===== src/rtl/spi_pkg.sv =====
// Shared types for the SPI loopback block: FSM state encoding and
// the decode of the SPI mode number into clock polarity and phase.
package spi_pkg;

  typedef enum logic [1:0] {
    IDLE,
    CPHA_DLY,
    P0,
    P1
  } state_e;

  typedef struct packed {
    logic cpol;
    logic cpha;
  } spi_cfg_t;

  function automatic spi_cfg_t mode_cfg(input int unsigned mode);
    spi_cfg_t c;
    c.cpol = mode[1];
    c.cpha = mode[0];
    return c;
  endfunction

endpackage


===== src/rtl/spi_master.sv =====
// SPI master: half-period divider, four-state phase FSM and MSB-first
// shift registers. One word per transfer; rx_vld pulses when it lands.
module spi_master
  import spi_pkg::*;
#(
  parameter int unsigned mode  = 3,
  parameter int unsigned dvsr  = 31,
  parameter int unsigned width = 8
) (
  input  logic             clk,
  input  logic             rst,
  input  logic [width-1:0] din,
  input  logic             tx_vld,
  input  logic             miso,
  output logic             sclk,
  output logic             mosi,
  output logic             ss_n,
  output logic             rx_vld,
  output logic [width-1:0] rx_dout,
  output logic [width-1:0] tx_dout
);

  localparam spi_cfg_t    CFG   = mode_cfg(mode);
  localparam int unsigned CNT_W = (dvsr > 0) ? $clog2(dvsr + 1) : 1;
  localparam int unsigned IDX_W = $clog2(width);
  localparam logic [CNT_W-1:0] CNT_MAX  = CNT_W'(dvsr);
  localparam logic [IDX_W-1:0] IDX_LAST = IDX_W'(width - 1);

  state_e             state_q, state_d;
  logic [CNT_W-1:0]   cnt_q, cnt_d;
  logic [IDX_W-1:0]   idx_q, idx_d;
  logic [width-1:0]   tx_sr_q, tx_sr_d;
  logic [width-1:0]   rx_sr_q, rx_sr_d;
  logic [width-1:0]   rx_dout_q, rx_dout_d;
  logic [width-1:0]   tx_dout_q, tx_dout_d;
  logic               rx_vld_q, rx_vld_d;
  logic               ss_n_q, ss_n_d;
  logic               last_cnt;
  logic               p_clk;

  assign last_cnt = (cnt_q == CNT_MAX);

  always_ff @(posedge clk or posedge rst) begin
    if (rst) begin
      state_q   <= IDLE;
      cnt_q     <= '0;
      idx_q     <= '0;
      tx_sr_q   <= '0;
      rx_sr_q   <= '0;
      rx_dout_q <= '0;
      tx_dout_q <= '0;
      rx_vld_q  <= 1'b0;
      ss_n_q    <= 1'b1;
    end else begin
      state_q   <= state_d;
      cnt_q     <= cnt_d;
      idx_q     <= idx_d;
      tx_sr_q   <= tx_sr_d;
      rx_sr_q   <= rx_sr_d;
      rx_dout_q <= rx_dout_d;
      tx_dout_q <= tx_dout_d;
      rx_vld_q  <= rx_vld_d;
      ss_n_q    <= ss_n_d;
    end
  end

  always_comb begin
    state_d   = state_q;
    cnt_d     = cnt_q;
    idx_d     = idx_q;
    tx_sr_d   = tx_sr_q;
    rx_sr_d   = rx_sr_q;
    rx_dout_d = rx_dout_q;
    tx_dout_d = tx_dout_q;
    rx_vld_d  = 1'b0;
    ss_n_d    = ss_n_q;
    unique case (state_q)
      IDLE: begin
        if (tx_vld) begin
          state_d   = CFG.cpha ? CPHA_DLY : P0;
          tx_sr_d   = din;
          tx_dout_d = din;
          cnt_d     = '0;
          idx_d     = '0;
          ss_n_d    = 1'b0;
        end
      end
      CPHA_DLY: begin
        if (last_cnt) begin
          state_d = P0;
          cnt_d   = '0;
        end else begin
          cnt_d = cnt_q + 1'b1;
        end
      end
      P0: begin
        if (last_cnt) begin
          rx_sr_d = {rx_sr_q[width-2:0], miso};
          state_d = P1;
          cnt_d   = '0;
        end else begin
          cnt_d = cnt_q + 1'b1;
        end
      end
      P1: begin
        if (last_cnt) begin
          cnt_d = '0;
          // rx_sr_q already holds the final bit, sampled at the end of this bit's P0
          if (idx_q == IDX_LAST) begin
            rx_dout_d = rx_sr_q;
            rx_vld_d  = 1'b1;
            ss_n_d    = 1'b1;
            state_d   = IDLE;
          end else begin
            tx_sr_d = {tx_sr_q[width-2:0], 1'b0};
            idx_d   = idx_q + 1'b1;
            state_d = P0;
          end
        end else begin
          cnt_d = cnt_q + 1'b1;
        end
      end
      default: state_d = IDLE;
    endcase
  end

  always_comb begin
    p_clk = ((state_q == P1) && !CFG.cpha) || ((state_q == P0) && CFG.cpha);
    sclk  = CFG.cpol ^ p_clk;
  end

  assign mosi    = tx_sr_q[width-1];
  assign ss_n    = ss_n_q;
  assign rx_vld  = rx_vld_q;
  assign rx_dout = rx_dout_q;
  assign tx_dout = tx_dout_q;

endmodule


===== src/rtl/spi.sv =====
// SPI loopback wrapper: the master's serial lines stay internal and
// miso is driven straight from mosi.
module spi
  import spi_pkg::*;
#(
  parameter int unsigned mode  = 3,
  parameter int unsigned dvsr  = 31,
  parameter int unsigned width = 8
) (
  input  logic             clk,
  input  logic             rst,
  input  logic [width-1:0] din,
  input  logic             tx_vld,
  output logic             rx_vld,
  output logic [width-1:0] rx_dout,
  output logic [width-1:0] tx_dout
);

  logic sclk;
  logic mosi;
  logic miso;
  logic ss_n;
  logic unused_lines;

  assign miso = mosi;
  // sclk and ss_n have no pins; folded here so they remain observable internal nets
  assign unused_lines = sclk ^ ss_n;

  spi_master #(
    .mode (mode),
    .dvsr (dvsr),
    .width(width)
  ) u_master (
    .clk    (clk),
    .rst    (rst),
    .din    (din),
    .tx_vld (tx_vld),
    .miso   (miso),
    .sclk   (sclk),
    .mosi   (mosi),
    .ss_n   (ss_n),
    .rx_vld (rx_vld),
    .rx_dout(rx_dout),
    .tx_dout(tx_dout)
  );

endmodule


===== config.mk =====
export PLATFORM = sky130hd
export DESIGN_NAME = spi
export DESIGN_NICKNAME = d
export VERILOG_FILES = /design/src/rtl/spi_pkg.sv /design/src/rtl/spi_master.sv /design/src/rtl/spi.sv
export SDC_FILE = /design/constraint.sdc
export NUM_CORES = 1
export LEC_CHECK = 0
export BUFFER_PORTS_ARGS = -buffer_cell sky130_fd_sc_hd__buf_2
export CAP_MARGIN = 40
export CORE_ASPECT_RATIO = 1.5
export CORE_UTILIZATION = 55
export CTS_CLUSTER_DIAMETER = 50
export DETAILED_ROUTE_END_ITERATION = 10
export HOLD_SLACK_MARGIN = 0.08
export PLACE_DENSITY = 0.83
export RECOVER_POWER = 50
export SKIP_LAST_GASP = 1
export SYNTH_ARGS = -nofsm -noshare
export SYNTH_HDL_FRONTEND = slang
export SYNTH_SLANG_ARGS = --single-unit

===== constraint.sdc =====
create_clock -name clk -period 6.3 [get_ports clk]
set_clock_uncertainty 0.15 [all_clocks]
set_input_delay 0.63 -clock clk [delete_from_list [all_inputs] [get_ports clk]]
set_output_delay 0.63 -clock clk [all_outputs]
set_load 0.005 [all_outputs]

* Word-level counts from Yosys, hierarchy flattened
Index checks and enable logic that the tools add are counted.
** Operators by class
- Add/sub/neg operators :: 2
- Eq/ne operators :: 10
- Multiplexer cells :: 20
- Reduce and logical (&&, ||, !) cells :: 8
** Operator list (number)
- two-way mux 8 bit :: 3
- case mux 8 bit (2 select lines) :: 1
- two-way mux 2 bit :: 5
- two-way mux 5 bit :: 2
- case mux 5 bit (2 select lines) :: 1
- two-way mux 3 bit :: 3
- case mux 2 bit (4 select lines) :: 1
- AND reduction 4 bit :: 2
- != test 2 x 1 -> 1 bit (second input constant) :: 3
- case mux 3 bit (2 select lines) :: 1
- adder 5 x 1 -> 5 bit (second input constant) :: 1
- equality test 5 bit (second input constant) :: 1
- equality test 2 bit (second input constant) :: 2
- != test 2 bit (second input constant) :: 2
- AND reduction 2 bit :: 2
- adder 3 x 1 -> 3 bit (second input constant) :: 1
- equality test 3 bit (second input constant) :: 1
- two-way mux 1 bit :: 3
- AND reduction 3 bit :: 1
- OR reduction 3 bit :: 1
- equality test 2 x 1 -> 1 bit (second input constant) :: 1
- logical NOT 2 bit :: 1
- nonzero test 2 bit :: 1
** Word-level totals
- Register bits after elaboration :: 43
- Input port bits :: 11
- Output and inout port bits :: 17
- Logic and storage cells :: 48

* Logic depth before layout (Yosys ltp)
- Word-level depth :: 4
- Depth in mapped cells :: 8
- Depth with buffers taken out :: 6

* Worst setup path before layout
OpenSTA, ideal clock, no wires.
- Path kind :: reg2reg
- Start point :: register u_master.cnt_q[0]
- End point :: register u_master.tx_sr_q[1]
- Setup time :: 0.125 ns
- Data arrival time :: 1.901 ns
- Data required time :: 6.025 ns
- Setup slack :: 4.124 ns
- Cell stages (with the launch flop) :: 9
- Buffers on the path :: 2
- Period minus slack after synthesis :: 2.176 ns
- Cells stage by stage :: dfrtp_1 -> ha_1 -> and3_1 -> ha_1 -> buf_6 -> and4b_4 -> a21oi_2 -> buf_6 -> mux2_4
** On the way
- Word-level cells in the longest chain between the ends :: 3
** RTL lines
- from (decl) :: RTL line spi_master.sv:30 : logic [CNT_W-1:0] cnt_q, cnt_d;
- from (signal assigned) :: RTL line spi_master.sv:56 : cnt_q <= cnt_d;
- equality test 5 bit :: RTL line spi_master.sv:41 : assign last_cnt = (cnt_q == CNT_MAX);
- != test 2 x 1 -> 1 bit (no line)
- AND reduction 4 bit (no line)
- to (signal assigned) :: RTL line spi_master.sv:58 : tx_sr_q <= tx_sr_d;
- to (decl) :: RTL line spi_master.sv:32 : logic [width-1:0] tx_sr_q, tx_sr_d;
No other way between the ends.
A chain may end at the register's enable or synchronous reset.

* Worst setup path after layout
- Start point :: register u_master.cnt_q[0]
- End point :: register u_master.tx_sr_q[7]
Same word-level chain as after synthesis.

==> results.json <==
{
  "maxSlewViolCount": 44,
  "post-cts-setup-buffers": 0,
  "totalNegativeSetupSlack_ps": 0,
  "syn_area_per_cell_um2": 15.4,
  "die_y_um": 74.8,
  "switching_power_uw": 106,
  "period_needed_ps": 2640,
  "sw_frac_of_total_pct": 22.8,
  "max_cap_violations": 1,
  "ant_nets": 0,
  "synth_area_mm2": 0.00194,
  "hold_end": "u_master.rx_dout[2]",
  "endpoint_kind": "register",
  "synth_fp_nets": 142,
  "synthSimpleGateAreaFrac_pct": 7.54,
  "hold_viol": 0,
  "status": "complete, but fails checks",
  "finalSetupViolations": 0,
  "die_area_mm2": 0.00377,
  "die_w_um": 50.5,
  "core_mm2": 0.00338,
  "synth_top_family_by_area": "multiplexers",
  "max_freq_mhz": 378,
  "min-delay-start": "u_master.rx_dout[2]",
  "antenna_found_initial": 0,
  "clk_latency_ps": 300,
  "cts_resized": 0,
  "seqPwrFrac_pct": 59.5,
  "r2r_setup_slack_ps": 3660,
  "pwr-share-clk_pct": 38.4,
  "rsz0062_at_grt": "false",
  "gp_congestion": 0.684,
  "cts_buffer_depth": 2,
  "r2r-start": "u_master.cnt_q[0]",
  "power_uw": 463,
  "clock_sinks": 43,
  "firstDrtPassIters": 2,
  "finish.net_count": 173,
  "async_flop_share_pct": 100,
  "grt_usage_pct": 18.3,
  "hp-class": "register to register",
  "synth.area.mux_share_pct": 25.1,
  "stdcell_count": 200,
  "hold_path_depth": 1,
  "ys_types": 32,
  "seq_area_frac_synth_pct": 55.4,
  "powerDensity_mw_per_mm2": 213,
  "design_area_mm2": 0.00218,
  "synth_top_area_share_pct": 55.4,
  "drtIter0Drc": 21,
  "yosysWarnings": 0,
  "tightest_slew_ps": 2200,
  "grt_overflow": 0,
  "num_io_pins": 28,
  "routed_wl_mm": 3.00,
  "synth_top_flop_cell": "dfrtp_1",
  "synth_fa_ha_area_share_pct": 3.22,
  "synth_xor_area_share_pct": 0.903,
  "wl_per_cell_um": 15.0,
  "cts-root-buf": "clkbuf_8",
  "detailed_place_hpwl_mm": 2.10,
  "port-buffer-count": 27,
  "grt_pass1_wl_mm": 4.95,
  "initial_utilization_pct": 57.4,
  "layout-drive-gt1-share_pct": 49.4,
  "r2r_cells": 6,
  "r2r-end": "u_master.tx_sr_q[7]",
  "synth.top_cells.by_area": "dfrtp_1 (55%), mux2_2 (14%), mux2_4 (10%)",
  "combinationalPowerShare_pct": 2.1,
  "numCtsBuffers": 5,
  "cp-start-kind": "register",
  "clk_pin_slew_ps": 90,
  "cts_hold_buf": 0,
  "path_max_fanout": 11,
  "vias_per_cell": 5.56,
  "dp.cells": 192,
  "placed_area_mm2": 0.00209,
  "cp.required_ps": 6340,
  "ys_ff_latch": 43,
  "drcViolationCount": 0,
  "ir_drop_uv": 186,
  "h-tree-depth": 2,
  "internal_power_uw": 358,
  "cts_tree": "built",
  "synthCells": 126,
  "synth-compound-area-share_pct": 5.03,
  "syn_to_final_growth_pct": 12.3,
  "maxSlewHeadroom_pct": -46.8,
  "synth-edff-count": 0,
  "std_cell_rows": 26,
  "failed_checks": "max-capacitance violations, max-slew violations",
  "grt_pass1_vias": 1116,
  "yosys.area.top_type": "dfrtp_1",
  "path_class": "register to register",
  "dr_total_vias": 1112,
  "grt_max_degree": 44,
  "diodes": 0,
  "fin_crit_sh_pct": 41.9,
  "whs_ps": 341,
  "cp.arrival_ps": 2680,
  "leakage_nw": 1.14
}
## per-layer routing
metal	wire (um)	global-route usage, %	up-vias
met5	0	0	-
met4	67	12.0	0
met2	1590	32.6	23
met1	1260	20.0	568
met3	81	3.03	5
li1	-	-	516
## through the flow
| step | setup WS [ps] | utilization (%) |
|---|---|---|
| floorplan | 4120 | - |
| global placement | 3770 | 61.8 |
| detailed placement | 3670 | 61.8 |
| CTS | 3660 | 64.5 |
| global route | 3210 | 64.4 |
| finish | 3660 | 64.4 |
## critical path: stages, from the launching register on
cell     delay (ps)
dfrtp_1         420
ha_1            230
and3_1          200
ha_1            320
and4b_4         280
a21oi_2         530
mux2_2          400
## cells in the mapped netlist (2+ instances only)
master	n
mux2_4	13
inv_1	2
nand2_1	5
a22o_1	2
ha_1	5
mux2_1	2
buf_6	4
o31ai_1	3
dfrtp_1	43
mux2_2	24
o21ai_0	2
## placed cells by master, fill, tap and decap left out
cell	synthesis	final
inv_1	2	2
nand2_1	5	5
nand2b_1	1	1
o41ai_1	1	1
nand4_4	1	1
a22o_1	2	2
nand2_2	1	1
a32o_1	1	1
and4b_4	1	1
mux2_1	2	2
a21oi_1	1	1
mux2_4	13	13
and3_1	1	1
clkbuf_8	0	5
nor2_1	1	1
buf_2	0	26
mux2_2	24	24
o31ai_1	3	3
ha_1	5	5
nor3_1	1	1
xnor2_1	1	1
nor2_2	1	1
o21ai_0	2	2
inv_6	0	1
clkinvlp_4	0	2
nand2_8	1	1
nand3b_1	1	1
dfrtp_1	43	43
clkbuf_1	0	2
a21o_1	1	1
and2_1	1	1
nand3b_4	1	1
a21oi_2	1	1
xor2_1	1	1
a22oi_1	1	1
nand3_1	1	1
## cell type report
cell class | instances | area [um^2]
tap | 42 | 52.6
timing repair buffer | 28 | 138
fill | 259 | 1200
sequential | 43 | 1080
multi-input combinational | 77 | 812
inverter | 2 | 7.51
clock inverter | 3 | 23.8
clock buffer | 5 | 68.8
## power by group through the flow
stage                     Clock, mW  Combinational [mW]  Sequential [mW]
after floorplan                   0             0.00436            0.281
after global routing          0.193              0.0118            0.276
after CTS                     0.186              0.0108            0.276
final                         0.178             0.00990            0.276
after global placement            0              0.0103            0.281
after detailed placement          0              0.0108            0.281
## worst max-delay path by stage
stage | from | to | cells after the start
6_report | u_master.cnt_q[0] | u_master.tx_sr_q[7] | 6
5_1_grt | rst | u_master.rx_dout[7] | 3
4_1_cts | u_master.cnt_q[0] | u_master.tx_sr_q[7] | 6
3_5_place_dp | u_master.cnt_q[0] | u_master.tx_sr_q[7] | 6
3_3_place_gp | u_master.cnt_q[0] | u_master.tx_sr_q[7] | 6
2_1_floorplan | u_master.cnt_q[0] | u_master.tx_sr_q[1] | 8
## flip-flops by register name, indices dropped and copies added (netlist names)
register,flops
u_master.rx_sr_q,8
u_master.state_q,2
u_master.cnt_q,5
u_master.tx_sr_q,8
u_master.tx_dout,8
u_master.rx_vld,1
u_master.idx_q,3
u_master.rx_dout,8
## kinds of logic (layout without fill, tap and decap cells)
family / Yosys count / count (layout)
buf+inv: 6 / 38
xor+xnor: 2 / 2
fa+ha+maj: 5 / 5
compound gates: 13 / 13
mux: 39 / 39
simple gates: 18 / 18
flops: 43 / 43
(Power assumes the default switching activity.)
